--- src/rtl/button_press_decoder_if.sv ---
// Button decoder bus: debounced level in, one-cycle event pulses and busy out.
// master = upstream/consumer side, slave = the decoder itself.
interface button_press_decoder_if;
    logic button_level;
    logic short_press;
    logic long_press;
    logic double_press;
    logic busy;

    modport master (
        output button_level,
        input  short_press,
        input  long_press,
        input  double_press,
        input  busy
    );

    modport slave (
        input  button_level,
        output short_press,
        output long_press,
        output double_press,
        output busy
    );
endinterface

--- src/rtl/button_press_decoder.sv ---
// Classifies presses on a debounced button level into short / long / double
// press events, each a registered one-cycle pulse.
// Optional feature macro: BUTTON_DOUBLE_EN (double-press detection; when it is
// enabled the short press is held back until the double-press gap expires).
module button_press_decoder #(
    parameter int unsigned clk_freq      = 95000, // kHz, one ms_tick per clk_freq cycles
    parameter int unsigned long_press_ms = 1000,
    parameter int unsigned double_gap_ms = 300
) (
    input  logic                          clk,
    input  logic                          rst,   // async, active low
    button_press_decoder_if.slave         bus
);

    // Elaboration-time range checks on the configuration.
    if (clk_freq < 1 || clk_freq > 32'h7FFF_FFFF) begin : g_bad_clk_freq
        $error("clk_freq out of range");
    end
    if (long_press_ms < 1 || long_press_ms > 65535) begin : g_bad_long_ms
        $error("long_press_ms out of range");
    end
    if (double_gap_ms < 1 || double_gap_ms > 65535) begin : g_bad_gap_ms
        $error("double_gap_ms out of range");
    end

    localparam logic [31:0] TICK_LAST = 32'(clk_freq - 1);
    localparam logic [15:0] LONG_MS   = 16'(long_press_ms);
`ifdef BUTTON_DOUBLE_EN
    localparam logic [15:0] GAP_MS    = 16'(double_gap_ms);
`endif

    typedef enum logic [2:0] {
        IDLE,
        PRESSED,
        HELD
`ifdef BUTTON_DOUBLE_EN
        ,
        GAP,
        SECOND
`endif
    } state_t;

    state_t      state;
    logic        level_q;
    logic        rise, fall;
    logic [31:0] tick_cnt;
    logic        ms_tick;
    logic [15:0] ms_cnt;
    logic        short_q, long_q;

    assign rise    =  bus.button_level & ~level_q;
    assign fall    = ~bus.button_level &  level_q;
    assign ms_tick = (tick_cnt == TICK_LAST);

    // Previous level for edge detection.
    always_ff @(posedge clk or negedge rst) begin
        if (!rst) level_q <= 1'b0;
        else      level_q <= bus.button_level;
    end

    // Free-running 1 ms prescaler; never re-phased by the FSM, so the first
    // ms after a state change is anywhere between 1 cycle and a full ms.
    always_ff @(posedge clk or negedge rst) begin
        if (!rst)         tick_cnt <= '0;
        else if (ms_tick) tick_cnt <= '0;
        else              tick_cnt <= tick_cnt + 32'd1;
    end

`ifdef BUTTON_DOUBLE_EN
    logic double_q;
`endif

    // Press classifier FSM with ms counter and registered event pulses.
    // ms_cnt restarts on every state change; edges take priority over timeouts.
    always_ff @(posedge clk or negedge rst) begin
        if (!rst) begin
            state    <= IDLE;
            ms_cnt   <= '0;
            short_q  <= 1'b0;
            long_q   <= 1'b0;
`ifdef BUTTON_DOUBLE_EN
            double_q <= 1'b0;
`endif
        end else begin
            short_q  <= 1'b0;
            long_q   <= 1'b0;
`ifdef BUTTON_DOUBLE_EN
            double_q <= 1'b0;
`endif
            if (ms_tick && ms_cnt != 16'hFFFF) ms_cnt <= ms_cnt + 16'd1;

            case (state)
                IDLE: begin
                    if (rise) begin
                        state  <= PRESSED;
                        ms_cnt <= '0;
                    end
                end
                PRESSED: begin
                    if (fall) begin
                        ms_cnt  <= '0;
`ifdef BUTTON_DOUBLE_EN
                        state   <= GAP;
`else
                        state   <= IDLE;
                        short_q <= 1'b1;
`endif
                    end else if (ms_cnt >= LONG_MS) begin
                        state  <= HELD;
                        long_q <= 1'b1;
                        ms_cnt <= '0;
                    end
                end
                HELD: begin
                    if (fall) begin
                        state  <= IDLE;
                        ms_cnt <= '0;
                    end
                end
`ifdef BUTTON_DOUBLE_EN
                GAP: begin
                    if (rise) begin
                        state    <= SECOND;
                        double_q <= 1'b1;
                        ms_cnt   <= '0;
                    end else if (ms_cnt >= GAP_MS) begin
                        state   <= IDLE;
                        short_q <= 1'b1;
                        ms_cnt  <= '0;
                    end
                end
                SECOND: begin
                    // Second press never turns into a long press.
                    if (fall) begin
                        state  <= IDLE;
                        ms_cnt <= '0;
                    end
                end
`endif
                default: begin
                    state  <= IDLE;
                    ms_cnt <= '0;
                end
            endcase
        end
    end

    assign bus.short_press  = short_q;
    assign bus.long_press   = long_q;
`ifdef BUTTON_DOUBLE_EN
    assign bus.double_press = double_q;
`else
    assign bus.double_press = 1'b0;
`endif
    assign bus.busy         = (state != IDLE);

endmodule
--- src/flat_wrapper.sv ---
// flat-port wrapper written by rule: the top's interface ports become plain ports
module button_press_decoder_flat 
#(
    parameter int unsigned clk_freq      = 95000,                                        
    parameter int unsigned long_press_ms = 1000,
    parameter int unsigned double_gap_ms = 300
)
  (clk, rst, bus_button_level, bus_short_press, bus_long_press, bus_double_press, bus_busy);
  button_press_decoder_if bus_i ();
  input  logic clk;
  input  logic rst;
  input wire logic [$bits(bus_i.button_level)-1:0] bus_button_level;
  output wire logic [$bits(bus_i.short_press)-1:0] bus_short_press;
  output wire logic [$bits(bus_i.long_press)-1:0] bus_long_press;
  output wire logic [$bits(bus_i.double_press)-1:0] bus_double_press;
  output wire logic [$bits(bus_i.busy)-1:0] bus_busy;
  assign bus_i.button_level = bus_button_level;
  assign bus_short_press = bus_i.short_press;
  assign bus_long_press = bus_i.long_press;
  assign bus_double_press = bus_i.double_press;
  assign bus_busy = bus_i.busy;
  button_press_decoder #(.clk_freq(clk_freq), .long_press_ms(long_press_ms), .double_gap_ms(double_gap_ms)) u_core (.clk(clk), .rst(rst), .bus(bus_i));
endmodule
--- config.mk ---
export PLATFORM = sky130hd
export DESIGN_NAME = button_press_decoder_flat
export DESIGN_NICKNAME = d
export VERILOG_FILES = /design/src/rtl/button_press_decoder_if.sv /design/src/rtl/button_press_decoder.sv /design/src/flat_wrapper.sv
export SDC_FILE = /design/constraint.sdc
export NUM_CORES = 1
export LEC_CHECK = 0
export CORE_UTILIZATION = 60
export CTS_BUF_LIST = sky130_fd_sc_hd__clkbuf_16
export DETAILED_ROUTE_END_ITERATION = 12
export PLACE_DENSITY = 0.88
export SYNTH_ARGS = -nofsm -noshare
export SYNTH_HDL_FRONTEND = slang
export SYNTH_SLANG_ARGS = --single-unit
export TNS_END_PERCENT = 100
--- constraint.sdc ---
create_clock -name clk -period 2.3 [get_ports clk]
set_input_delay 0.46 -clock clk [delete_from_list [all_inputs] [get_ports clk]]
set_output_delay 0.46 -clock clk [all_outputs]
set_load 0.05 [all_outputs]
Word level (Yosys, flattened, before mapping)
Index checks and enable logic that the tools add are counted. W data, S select, Z words.

Bits in registers: 54. Latch bits: 0. RAM bits: 0. Memory bits (read-only): 0. Input bits: 3. Output and inout bits: 4. Word-level logic and storage cells: 41. Memories kept: 0.

$add $sub $neg: 2. $mul: 0. Div/mod/pow operators: 0. Magnitude comparators: 1. Equal/unequal tests: 7. Shift-type cells: 0. Multiplexer cells: 17. Bitwise gates (word level): 4. Reduce and logical (&&, ||, !) cells: 4.

Operators by type and width (number): $mux W16 (5); $pmux W16 S3 (1); $add A32 B1 Y32 const B (1); $eq A32 B17 Y1 const B (1); $mux W32 (1); $add A16 B1 Y16 const B (1); $ge A16 B10 Y1 const B (1); $ne A16 B16 Y1 const B (1); $mux W3 (4); $pmux W3 S3 (1); $mux W1 (5); $ne A2 B1 Y1 const B (2); $eq A3 B1 Y1 const B (1); $eq A3 B2 Y1 const B (1); $logic_not A3 Y1 (1); $ne A3 B1 Y1 const B (1); $reduce_and A3 Y1 (1); $reduce_bool A3 Y1 (1); $and A1 B1 Y1 (2); $not A1 Y1 (2); $logic_and A1 B1 Y1 (1).

Longest topological paths before layout
Depth in word-level cells: 6. Gate-level depth with buffers: 8. Mapped depth without buffers: 6.

Worst setup path before layout
No wires, ideal clock.

Path type: flip-flop to flip-flop. Start: register u_core.tick_cnt[0]. End: register u_core.ms_cnt[13]. Library setup time: 0.078 ns. Arrival time: 1.906 ns. Data required time: 2.222 ns. Setup slack: 0.316 ns. Stages on the path, launching flop included: 8. Buffers on the path: 1. Period minus slack after synthesis: 1.984 ns. Path through: dfrtp_1 -> ha_1 -> nor4b_2 -> nand4_1 -> a211o_1 -> buf_6 -> or4_1 -> a21oi_1.

Longest elaborated chain between the ends: 6. Elaborated cells on any way between the ends: 8. Classes of those cells: eq/ne: 1; mux: 6; reduce/logical: 1.

RTL lines: start: declaration (line button_press_decoder.sv:46) `logic [31:0] tick_cnt;`; start signal: assignment (line button_press_decoder.sv:66) `else tick_cnt <= tick_cnt + 32'd1;`; $eq A32 B17 Y1 * (line button_press_decoder.sv:53) `assign ms_tick = (tick_cnt == TICK_LAST);`; $logic_and A1 B1 Y1 * (line button_press_decoder.sv:90) `if (ms_tick && ms_cnt != 16'hFFFF) ms_cnt <= ms_cnt + 16'd1;`; $mux W16 * (line button_press_decoder.sv:90); $mux W16 (line button_press_decoder.sv:108) `end else if (ms_cnt >= LONG_MS) begin`; $mux W16 (line button_press_decoder.sv:100) `if (fall) begin`; $pmux W16 S3 * (line button_press_decoder.sv:92) `case (state)`; end signal: assignment (line button_press_decoder.sv:90); end: declaration (line button_press_decoder.sv:48) `logic [15:0] ms_cnt;`.

Mark *: on every way between the ends. The rest lies on a longest branch, timed or not. A chain may end at the register's enable or synchronous reset.

Final worst setup path
Start: register u_core.tick_cnt[0]. End: register u_core.ms_cnt[3].

Same word-level chain as after synthesis.

==> impl_metrics.yaml <==
outcome:
  outcome: "completed"
setup_path:
  worstPathCellList: "ha_1 -> nor4b_4 -> nand4_1 -> a211o_1 -> buf_4 -> or3_1 -> a21oi_1"
  worst-setup-path-type: "flop to flop"
  path_buf_inv: 1
  worstSetupStartpointType: "flop"
  crit_slowest_cell: "dfrtp_1"
  cp_data_required_time_ns: 2.53
  crit_fanout: 13
  slowest_delay_ns: 0.40
  crit_family: "simple AND/OR/NAND/NOR gates"
  worstPathArrival_ns: 2.35
  ff2ff_setup_slack_ns: 0.17
  cp-end-kind: "flop"
synthesis:
  synthArstFlopShare_pct: 100
  avgSynthCellArea_um2: 9.83
  synth_top_area_cell: "dfrtp_1"
  synth_adder_area_share_pct: 1.37
  yosysWarnings: 0
  synth_xor_area_share_pct: 9.62
  synth-simple-area-share_pct: 27.5
  synth_top_family_by_area: "simple AND/OR/NAND/NOR gates"
  synth_area_leaders: "dfrtp_1 49%, xnor2_1 6.1%, nor2_1 3.8%"
  synth_seq_cells: 53
  synthMuxAreaShare_pct: 0.733
  ys_types: 49
  synth_compound_area_share_pct: 8.65
  yosys_most_used_dff: "dfrtp_1"
  syn_inst: 278
  synth-seq-area-share_pct: 48.5
  synth-edff-count: 0
  netlist.area_leader.share_pct: 48.5
  netlist_area_um2: 2730
  syn_nets: 284
timing:
  hold_viol: 0
  fmax_mhz: 471
  min_period_ns: 2.13
  relSlewSlack_pct: 55.0
  slew_viol_final: 0
  fin_crit_sh_pct: 92.4
  tns_ns: 0
  tightest_slew_ns: 0.675
  finClkSkew_ns: 0.00567
  setup-violations-final: 0
placement:
  dp_hpwl_um: 3960
  io_buffers: 5
  gp_congestion: 0.888
  placed_cells_incl_taps: 339
global_route:
  gr-total-overflow: 0
  grt_use_met3_pct: 5.81
  met2_usage_pct: 40.3
  busiest_layer: "met2"
  grt_pass1_wl_um: 10100
  grt_pass1_vias: 2125
  grt_usage_pct: 26.2
  grt_max_degree: 33
  antenna_found_initial: 0
  met1_usage_pct: 37.9
clock_network:
  clkTransAtPathRegs_ns: 0.07
  cts_tree: "built"
  clock_path_buffers: 2
  cts_root_buffer: "clkbuf_16"
  numCtsBuffers: 5
  hold_buffers: 0
  h-tree-depth: 2
  cts.sinks: 53
  insertion_delay_ns: 0.30
detailed_routing:
  drt_first_iter_violations: 240
  firstDrtPassIters: 4
  via_per_inst: 6.14
  drc: 0
  vias: 2138
  wire_per_inst_um: 16.3
  finalWirelength_um: 5670
  ant_nets: 0
pwr:
  p_leak_nw: 1.36
  ir_drop_uv: 319
  powerDensity_nw_per_um2: 569
layout:
  drive_above_1_share_pct: 11.5
  layout_commonest_cell: "dfrtp_1"
  finalNetCount: 301
  stdcell_count: 348
  syn_to_final_growth_pct: 12.5
  antenna_cells: 0
  final_cell_mix: "53 x dfrtp_1, 28 x nor2_1, 19 x nand3_1, 19 x xnor2_1, 16 x nand2_1"
  fillers: 307
floorplanning:
  rows: 24
  initial_utilization_pct: 62.8
  die_h_um: 69.5
  top_level_ports: 7
  die_w_um: 69.5
  die_area_um2: 4830
  fp.coreArea_um2: 4350
min_path:
  hp-class: "input pin to asynchronous set/reset pin"
job:
  drv_cap: 0
[path summary, 6_finish.rpt]
kind / startpoint / endpoint / cells past startpoint
worst min-delay path: rst / u_core.ms_cnt[4] / 1
worst max-delay path: u_core.tick_cnt[0] / u_core.ms_cnt[3] / 7
min in group clk: u_core.state[1] / u_core.state[0] / 1
max in group asynchronous: rst / u_core.tick_cnt[4] / 2
worst max register to register: u_core.tick_cnt[0] / u_core.ms_cnt[3] / 7
worst min register to register: u_core.state[1] / u_core.state[0] / 1
[synth_stat cells, types with 3 or more instances]
| library cell | n |
|---|---|
| and3_1 | 9 |
| a21oi_1 | 12 |
| or4_1 | 4 |
| xor2_1 | 11 |
| nand4_1 | 13 |
| nor3_1 | 7 |
| and4_1 | 3 |
| o31ai_1 | 3 |
| nand2_1 | 16 |
| o21ai_0 | 7 |
| ha_1 | 3 |
| or3_1 | 5 |
| and2_1 | 4 |
| nor4_1 | 8 |
| buf_2 | 4 |
| nand3_1 | 19 |
| clkbuf_1 | 4 |
| xnor2_1 | 19 |
| inv_1 | 11 |
| dfrtp_1 | 53 |
| nor2_1 | 28 |
[cell families after synthesis]
| kind of cell | count (synthesis) |
|---|---|
| buffers and inverters | 21 |
| XOR/XNOR | 30 |
| other | 1 |
| flip-flops | 53 |
| multiplexers | 2 |
| AND/OR/NAND/NOR | 132 |
| adder cells (fa/ha/maj) | 3 |
| AO/OA/AOI/OAI | 36 |
[sequential cells by signal (all words and copies together) (netlist names)]
register and count:
u_core.bus.long_press 1, u_core.state 2, u_core.bus.short_press 1, u_core.level_q 1
u_core.ms_cnt 16, u_core.tick_cnt 32
[cell type report]
type	count	area [µm²]	area share [%]
clock buffers	5	125	4.07
clock inverters	3	17.5	0.570
inverters	11	41.3	1.34
multi-input cells	204	1330	43.1
flip-flops and latches	53	1330	43.1
well taps	52	65.1	2.12
repair buffers	20	173	5.62
[through the flow]
step | area [µm²] | power, mW | util [%] | hold WS, ns | setup WS [ns]
after global placement | 2910 | 1.03 | 66.9 | 0.469 | 0.255
after global routing | 3070 | 1.81 | 70.6 | 0.267 | -0.00949
after detailed placement | 2910 | 1.03 | 66.9 | 0.470 | 0.126
final | 3070 | 1.75 | 70.6 | 0.200 | 0.175
after floorplan | 2730 | 0.995 | - | 0.164 | 0.316
after CTS | 3060 | 1.76 | 70.2 | 0.226 | 0.0356
[worst reg2reg max path: cells and delay by family (launching register included)]
family                     cells  cell delay, ns
and+or+nand+nor                3            0.76
AOI/OAI and AO/OA              2            0.47
DFF                            1            0.40
adders and majority gates      1            0.23
buffers and inverters          1            0.21
[power breakdown]
group | switching, mW | internal [mW]
registers | 0.00482 | 0.935
clock network | 0.336 | 0.400
logic | 0.0519 | 0.0218
total | 0.392 | 1.36
[repair_timing]
item	4_1_cts	5_1_grt
endpoints found under the setup margin	0	8
gates resized for setup	0	2
buffers inserted	0	1
[metal layers]
layer / share of wire (%) / up-vias
met4: 0.88 / 0
met3: 4.5 / 6
met5: 0 / -
met1: 48 / 1038
li1: - / 1032
met2: 47 / 62
No activity file was read; power rests on OpenSTA's default activity.
